**src/rtl/uni_bs_acc.sv**
```systemverilog
// Unipolar stochastic-to-binary converter: counts ones over 2**WIN_LOG2 qualified cycles.
// Optional continuous (back-to-back window) mode enabled by defining ACC_CONT_EN.
module uni_bs_acc #(
  parameter int WIN_LOG2 = 8,
  parameter int OWD = 8
) (
  input  logic           clk,
  input  logic           rst_n,
  input  logic           iBit,
  input  logic           iEn,
  input  logic           start,
  output logic [OWD-1:0] oValue,
  output logic           oValid,
  output logic           busy
);

  typedef enum logic [1:0] {
    ST_IDLE = 2'd0,
    ST_RUN  = 2'd1,
    ST_DONE = 2'd2
  } state_t;

  localparam int WIDE = WIN_LOG2 + OWD + 1;
  localparam int SHR  = (WIN_LOG2 >= OWD) ? (WIN_LOG2 - OWD) : 0;
  localparam int SHL  = (OWD > WIN_LOG2) ? (OWD - WIN_LOG2) : 0;
  localparam logic [WIN_LOG2-1:0] WIN_MAX = '1;

  // Scale a window ones-count to OWD bits; a full window (count = 2**WIN_LOG2) saturates.
  function automatic logic [OWD-1:0] scale_count(input logic [WIN_LOG2:0] cnt);
    logic [WIDE-1:0] wide;
    wide = {{OWD{1'b0}}, cnt};
    if (cnt[WIN_LOG2]) begin
      return {OWD{1'b1}};
    end else begin
      wide = (wide >> SHR) << SHL;
      return wide[OWD-1:0];
    end
  endfunction

  state_t                state_r;
  logic [WIN_LOG2-1:0]   win_cnt_r;
  logic [WIN_LOG2:0]     ones_cnt_r;
  logic [OWD-1:0]        value_r;
  logic                  valid_r;
  logic                  busy_r;

  // Gating by iEn keeps an unknown iBit out of the count while unqualified.
  logic                  bit_s;
  logic [WIN_LOG2:0]     ones_next_s;

  assign bit_s       = iEn & iBit;
  assign ones_next_s = ones_cnt_r + (WIN_LOG2 + 1)'(bit_s);

  // Conversion FSM with counters and registered outputs.
  always_ff @(posedge clk or negedge rst_n) begin
    if (!rst_n) begin
      state_r    <= ST_IDLE;
      win_cnt_r  <= '0;
      ones_cnt_r <= '0;
      value_r    <= '0;
      valid_r    <= 1'b0;
      busy_r     <= 1'b0;
    end else begin
      valid_r <= 1'b0;
      case (state_r)
        ST_IDLE: begin
          if (start) begin
            state_r    <= ST_RUN;
            win_cnt_r  <= '0;
            ones_cnt_r <= '0;
            busy_r     <= 1'b1;
          end else begin
            busy_r     <= 1'b0;
          end
        end
        ST_RUN: begin
          busy_r <= 1'b1;
          if (iEn) begin
            win_cnt_r  <= win_cnt_r + WIN_LOG2'(1);
            ones_cnt_r <= ones_next_s;
            if (win_cnt_r == WIN_MAX) begin
              state_r <= ST_DONE;
              value_r <= scale_count(ones_next_s);
              valid_r <= 1'b1;
            end else begin
              state_r <= ST_RUN;
            end
          end else begin
            state_r <= ST_RUN;
          end
        end
        ST_DONE: begin
`ifdef ACC_CONT_EN
          // The DONE-cycle bit opens the next window, so windows abut with no gap.
          state_r    <= ST_RUN;
          win_cnt_r  <= WIN_LOG2'(iEn);
          ones_cnt_r <= (WIN_LOG2 + 1)'(bit_s);
          busy_r     <= 1'b1;
`else
          state_r    <= ST_IDLE;
          busy_r     <= 1'b0;
`endif
        end
        default: begin
          state_r <= ST_IDLE;
          busy_r  <= 1'b0;
        end
      endcase
    end
  end

  assign oValue = value_r;
  assign oValid = valid_r;
  assign busy   = busy_r;

endmodule
```
**config.mk**
```make
export PLATFORM = sky130hd
export DESIGN_NAME = uni_bs_acc
export DESIGN_NICKNAME = d
export VERILOG_FILES = /design/src/rtl/uni_bs_acc.sv
export SDC_FILE = /design/constraint.sdc
export NUM_CORES = 1
export LEC_CHECK = 0
export BUFFER_PORTS_ARGS = -buffer_cell sky130_fd_sc_hd__buf_2
export CELL_PAD_IN_SITES_DETAIL_PLACEMENT = 1
export CELL_PAD_IN_SITES_GLOBAL_PLACEMENT = 1
export CORE_AREA = 2 2 60 62
export CTS_BUF_LIST = sky130_fd_sc_hd__clkbuf_4
export CTS_CLUSTER_SIZE = 25
export DETAILED_ROUTE_END_ITERATION = 8
export DIE_AREA = 0 0 62 64
export GPL_TIMING_DRIVEN = 0
export PLACE_DENSITY_LB_ADDON = 0.1
export RECOVER_POWER = 25
export REMOVE_ABC_BUFFERS = 1
export SLEW_MARGIN = 10
export SYNTH_ARGS = -nofsm -noshare
export SYNTH_HDL_FRONTEND = slang
export SYNTH_SLANG_ARGS = --single-unit
```
**constraint.sdc**
```tcl
create_clock -name clk -period 5.05 [get_ports clk]
set_input_delay 1.515 -clock clk [delete_from_list [all_inputs] [get_ports clk]]
set_output_delay 1.515 -clock clk [all_outputs]
set_load 0.1 [all_outputs]
```
==> results.yml, run 1 <==
drt:
  first_iter_violations: 13
  vias: 1090
  detail-route-antenna-nets: 0
  finalWirelength_um: 2990
  dr.pass1.iters: 4
  wire_per_inst_um: 14.5
  viasPerCell: 5.29
  drc: 0
timing:
  report.final.slew_viol_count: 30
  min_period_over_period_pct: 62.2
  max_freq_mhz: 319
  hold_viol: 0
  fin_ws_ns: 1.91
  tightest_slew_ns: 1.55
  skew_ns: 0.00929
  worst_slew_margin_rel_pct: -3.09
  period_minus_slack_ns: 3.14
  rsz0062_at_grt: "false"
  setup_tns_ns: 0
  report.final.setup_viol: 0
cells_and_area:
  layout_common_cells: "29 x dfrtp_1, 17 x nor2_1, 12 x buf_2"
  finalCoreUtilization_pct: 48.5
  diodes: 0
  fill_cells: 390
  fin_nets: 168
  drive_above_1_share_pct: 15.0
  design_area_mm2: 0.00159
  area_growth_pct: 11.7
  final_common_cell: "dfrtp_1"
outcome:
  status: "complete, but fails checks"
  violations: "max-capacitance violations, max-slew violations"
die:
  core-area_mm2: 0.00328
  die_x_um: 62
  die-area_mm2: 0.00397
  rows: 21
  die_h_um: 64
  io_pins: 15
  initial_utilization_pct: 43.5
critical_path:
  critPathKind: "primary input to flop"
  cp_max_fo: 14
  reg2regPathDepth: 4
  arrival_ns: 3.34
  end_kind: "flop"
  worst_ep_required_time_ns: 5.25
  rr_startpoint: "state_r[1]"
  critPathLaunch: "iEn"
  critPathLaunchType: "primary input"
global_route:
  antenna_found_initial: 0
  grt_overflow: 0
  track_usage_pct: 18.2
  grt_first_pass_wirelength_um: 5140
  grt_pass1_vias: 1100
  grt_max_degree: 30
synth:
  synth_area_per_cell_um2: 9.98
  ys_seq_elements: 29
  ys_seq_area_share_pct: 50.8
  ys_types: 39
  synth-main-ff-cell: "dfrtp_1"
  synthesis.area_mm2: 0.00143
  synth-edff-count: 0
  synthArstFlopShare_pct: 100
  syn_inst: 143
  ys_warn_count: 0
clock_network:
  cts-root-buf: "clkbuf_4"
  cts_resized: 0
  cts_sinks: 29
  h-tree-depth: 2
  clkLatencyLatePin_ns: 0.32
  cts_hold_buf: 0
  clk_pin_slew_worst_paths_ns: 0.09
  cts_tree: "built"
  cts_setup_buffers: 0
  numCtsBuffers: 5
  clk_path_buf_depth: 2
place:
  hpwl_um: 2100
  pre_cts_slack_ns: 1.46
  gp_congestion: 0.711
  io_buffers: 14
  placed_area_mm2: 0.00154
job:
  maxCapViolCount: 1
worst_hold_path:
  min_path_cells: 1
  holdCritPathClass: "flop to flop"
  min_from: "oValue[6]"
power_and_ir_drop:
  powerDensity_mw_per_mm2: 323
  p_leak_nw: 0.717
  ir_drop_mv: 0.241
## worst paths after layout
path | end | slack, ns
setup reg to reg | oValue[2] | 2.60
setup / recovery | oValue[2] | 1.91
max in group asynchronous | ones_cnt_r[4] | 2.59
min in group asynchronous | ones_cnt_r[3] | 1.55
hold reg to reg | oValue[6] | 0.51
hold / removal | oValue[6] | 0.51
## through the flow
step	hold slack, ns	total power [mW]	cells
5_1_grt	0.557	0.557	206
3_5_place_dp	0.501	0.376	198
4_1_cts	0.521	0.526	206
3_3_place_gp	0.488	0.369	198
2_1_floorplan	0.484	0.349	138
6_report	0.512	0.515	206
## registers in the layout, indices dropped and copies added, names as in the netlist
name / cells
busy: 1
win_cnt_r: 8
state_r: 2
oValid: 1
oValue: 8
ones_cnt_r: 9
## routing by layer
layer	GRT usage, %	wire (um)
met5	0	0
met4	6.38	50
met3	5.67	88
met2	29.7	1510
met1	21.9	1340
## synthesized netlist by cell type, types with 2 or more instances
master    instances  area [um2]
a21oi_1          11        55.1
ha_1              4        50.1
nor2_1           17        63.8
and3_1            2        12.5
inv_1             4        15.0
nor2b_1           3        18.8
xor2_1            2        17.5
o31ai_1           2        15.0
nand2b_1          2        12.5
nand2_1           8        30.0
clkbuf_1          5        18.8
o21ai_0          10        50.1
dfrtp_1          29         726
nor3_1            2        10.0
nand3_1           7        35.0
nor3b_1           2        15.0
xnor2_1           8        70.1
nor4b_1           4        35.0
## kinds of logic after synthesis
kind of cell / Yosys count / synth area share, %
AO/OA/AOI/OAI: 33 / 14.2
XOR/XNOR: 10 / 6.14
adder cells (fa/ha/maj): 4 / 3.51
buffers and inverters: 9 / 2.37
flip-flops: 29 / 50.8
multiplexers: 3 / 2.54
AND/OR/NAND/NOR: 55 / 20.4
## power breakdown
group / total, mW / internal (mW) / switching (mW)
Sequential: 0.290 / 0.261 / 0.0290
Combinational: 0.0786 / 0.0376 / 0.0410
Clock: 0.146 / 0.0715 / 0.0745
Total: 0.515 / 0.370 / 0.144
## critical path: stages
cell      delay [ns]
buf_2           0.11
nand3b_1        0.41
nor3_2          0.76
o21a_1          0.41
a31oi_1         0.12
## cell type report
type	count	area (um2)	share of cell area, %
Inverter	4	15.0	0.942
Timing Repair Buffer	14	67.6	4.24
Sequential cell	29	726	45.5
Multi-Input combinational cell	105	668	41.9
Tap cell	46	57.6	3.61
Clock buffer	8	60.1	3.77
Power figures use the tool's default switching activity.
==> inputs of run 2 (changes only) <==
Settings changed: CORE_AREA 2 2 60 62 to 2 2 62 64, DIE_AREA 0 0 62 64 to 0 0 64 66.
Clock period 5.05 ns to 2.6 ns, I/O delays scaled along.
==> run 2 against run 1 <==
The run still ends with max-capacitance violations, max-slew violations left; non-clock buffer count stayed put; clock skew is essentially flat; via count is 1.3% higher; global-route usage down 0.50 points; utilization down 3.7 points; sequential power is 96% higher; clock power up 74%; sequential share of layout area about the same; first-iteration DRC count rose to 3.4 times the previous value; largest power group unchanged.
==> results.yml, run 2 (synthesis results as in run 1) <==
outcome:
  status: "complete, but fails checks"
  violations: "max-capacitance violations, max-slew violations"
global_route:
  antenna_found_initial: 0
  grt_first_pass_wirelength_um: 5520
  grt_max_degree: 30
  grt_pass1_vias: 1162
  track_usage_pct: 17.7
  grt_overflow: 0
timing:
  worst_slew_margin_rel_pct: -1.43
  fin_ws_ns: 0.285
  rsz0062_at_grt: "false"
  report.final.slew_viol_count: 30
  period_minus_slack_ns: 2.31
  skew_ns: 0.00939
  min_period_over_period_pct: 89.0
  max_freq_mhz: 432
  tightest_slew_ns: 1.52
  report.final.setup_viol: 0
  hold_viol: 0
cells_and_area:
  seq_area_um2: 726
  diodes: 0
  area_growth_pct: 11.6
  fin_nets: 168
  largest_reg_flops: 9
  multi_input_area_um2: 674
  drive_above_1_share_pct: 13.8
  regMostFlops: "ones_cnt_r"
  layout_common_cells: "29 x dfrtp_1, 17 x nor2_1, 12 x buf_2"
  stdcell_count: 208
  fill_cells: 413
  finalCoreUtilization_pct: 44.9
  final_common_cell: "dfrtp_1"
clock_network:
  clkLatencyLatePin_ns: 0.33
  cts_tree: "built"
  clk_path_buf_depth: 2
  cts-root-buf: "clkbuf_4"
  h-tree-depth: 2
  cts_sinks: 29
  clk_pin_slew_worst_paths_ns: 0.09
  cts_setup_buffers: 0
  numCtsBuffers: 5
power_and_ir_drop:
  p_comb_share_pct: 15.8
  p_int_mw: 0.678
  totalPowerFinal_mw: 0.977
  clockPowerShare_pct: 26.0
  ir_drop_mv: 0.249
  netSwitchingPower_mw: 0.299
  p_seq_share_pct: 58.2
  p_sw_share_pct: 30.6
  p_leak_nw: 0.718
  powerDensity_mw_per_mm2: 613
die:
  die_h_um: 66
  rows: 22
  io_pins: 15
  core-area_mm2: 0.00355
  die-area_mm2: 0.00422
  die_x_um: 64
  initial_utilization_pct: 40.2
critical_path:
  rr_startpoint: "state_r[1]"
  r2r_slack_ns: 0.29
  worst_ep_required_time_ns: 2.79
  arrival_ns: 2.51
  critPathKind: "flop to flop"
  critPathLaunch: "state_r[1]"
  reg2regPathDepth: 4
  end_kind: "flop"
  r2r-end: "oValue[2]"
  critPathLaunchType: "flop"
  cp_max_fo: 14
drt:
  dr.pass1.iters: 4
  vias: 1104
  viasPerCell: 5.31
  wire_per_inst_um: 14.8
  detail-route-antenna-nets: 0
  drc: 0
  finalWirelength_um: 3080
  first_iter_violations: 44
job:
  maxCapViolCount: 1
worst_hold_path:
  min_path_cells: 1
  holdCritPathClass: "flop to flop"
  hold_end: "oValue[6]"
  min_from: "oValue[6]"
place:
  gp_congestion: 0.757
  pre_cts_slack_ns: -0.192
  dp.cells: 200
  hpwl_um: 2190
  io_buffers: 14
run 2: cell count changes in the layout (fill, tap and decap cells not counted), sizes merged:
cell / change
clkinv: +3
clkbuf: -3
run 2: cell type report:
cell class	count	area share, %
well taps	48	3.77
clock buffers	5	2.36
repair buffers	14	4.24
inverters	4	0.943
multi-input cells	105	42.3
clock inverters	3	0.786
flip-flops and latches	29	45.6
run 2: per-layer routing:
layer  wire length [um]  vias to the layer above  GRT usage [%]
met2               1490                       22           28.6
met3                109                        7           6.13
met5                  0                        -              0
met4                 61                        0           7.61
met1               1420                      537           21.3
li1                   -                      538              -
run 2: power by group through the flow:
stage	Sequential [mW]	Clock [mW]	Combinational [mW]
after floorplan	0.561	0	0.117
after global placement	0.571	0	0.149
after detailed placement	0.574	0	0.155
after CTS	0.568	0.266	0.156
after global routing	0.578	0.294	0.181
final	0.569	0.254	0.154
run 2: critical path: stages, from the launching register on:
cell,delay [ns]
dfrtp_1,0.50
nand3b_1,0.58
nor3_4,0.61
o21a_1,0.37
a31oi_1,0.13
run 2: timing repair:
item / CTS / global route
resized for setup: 0 / 1
hold buffers: 0 / 0
setup endpoints to repair: 0 / 7
run 2: worst max-delay path by stage:
stage	end	slack (ns)
after CTS	oValue[2]	0.08
after global routing	oValue[2]	0.07
final	oValue[2]	0.29
after floorplan	oValue[6]	0.35
after detailed placement	oValue[2]	-0.19
after global placement	oValue[2]	-0.18
run 2: through the flow:
stage | hold WS [ns] | setup TNS [ns] | cell area [um2]
2_1_floorplan | 0.484 | 0 | 1410
3_3_place_gp | 0.491 | -1.16 | 1540
3_5_place_dp | 0.498 | -1.24 | 1540
4_1_cts | 0.491 | 0 | 1590
5_1_grt | 0.525 | 0 | 1590
6_report | 0.512 | 0 | 1590
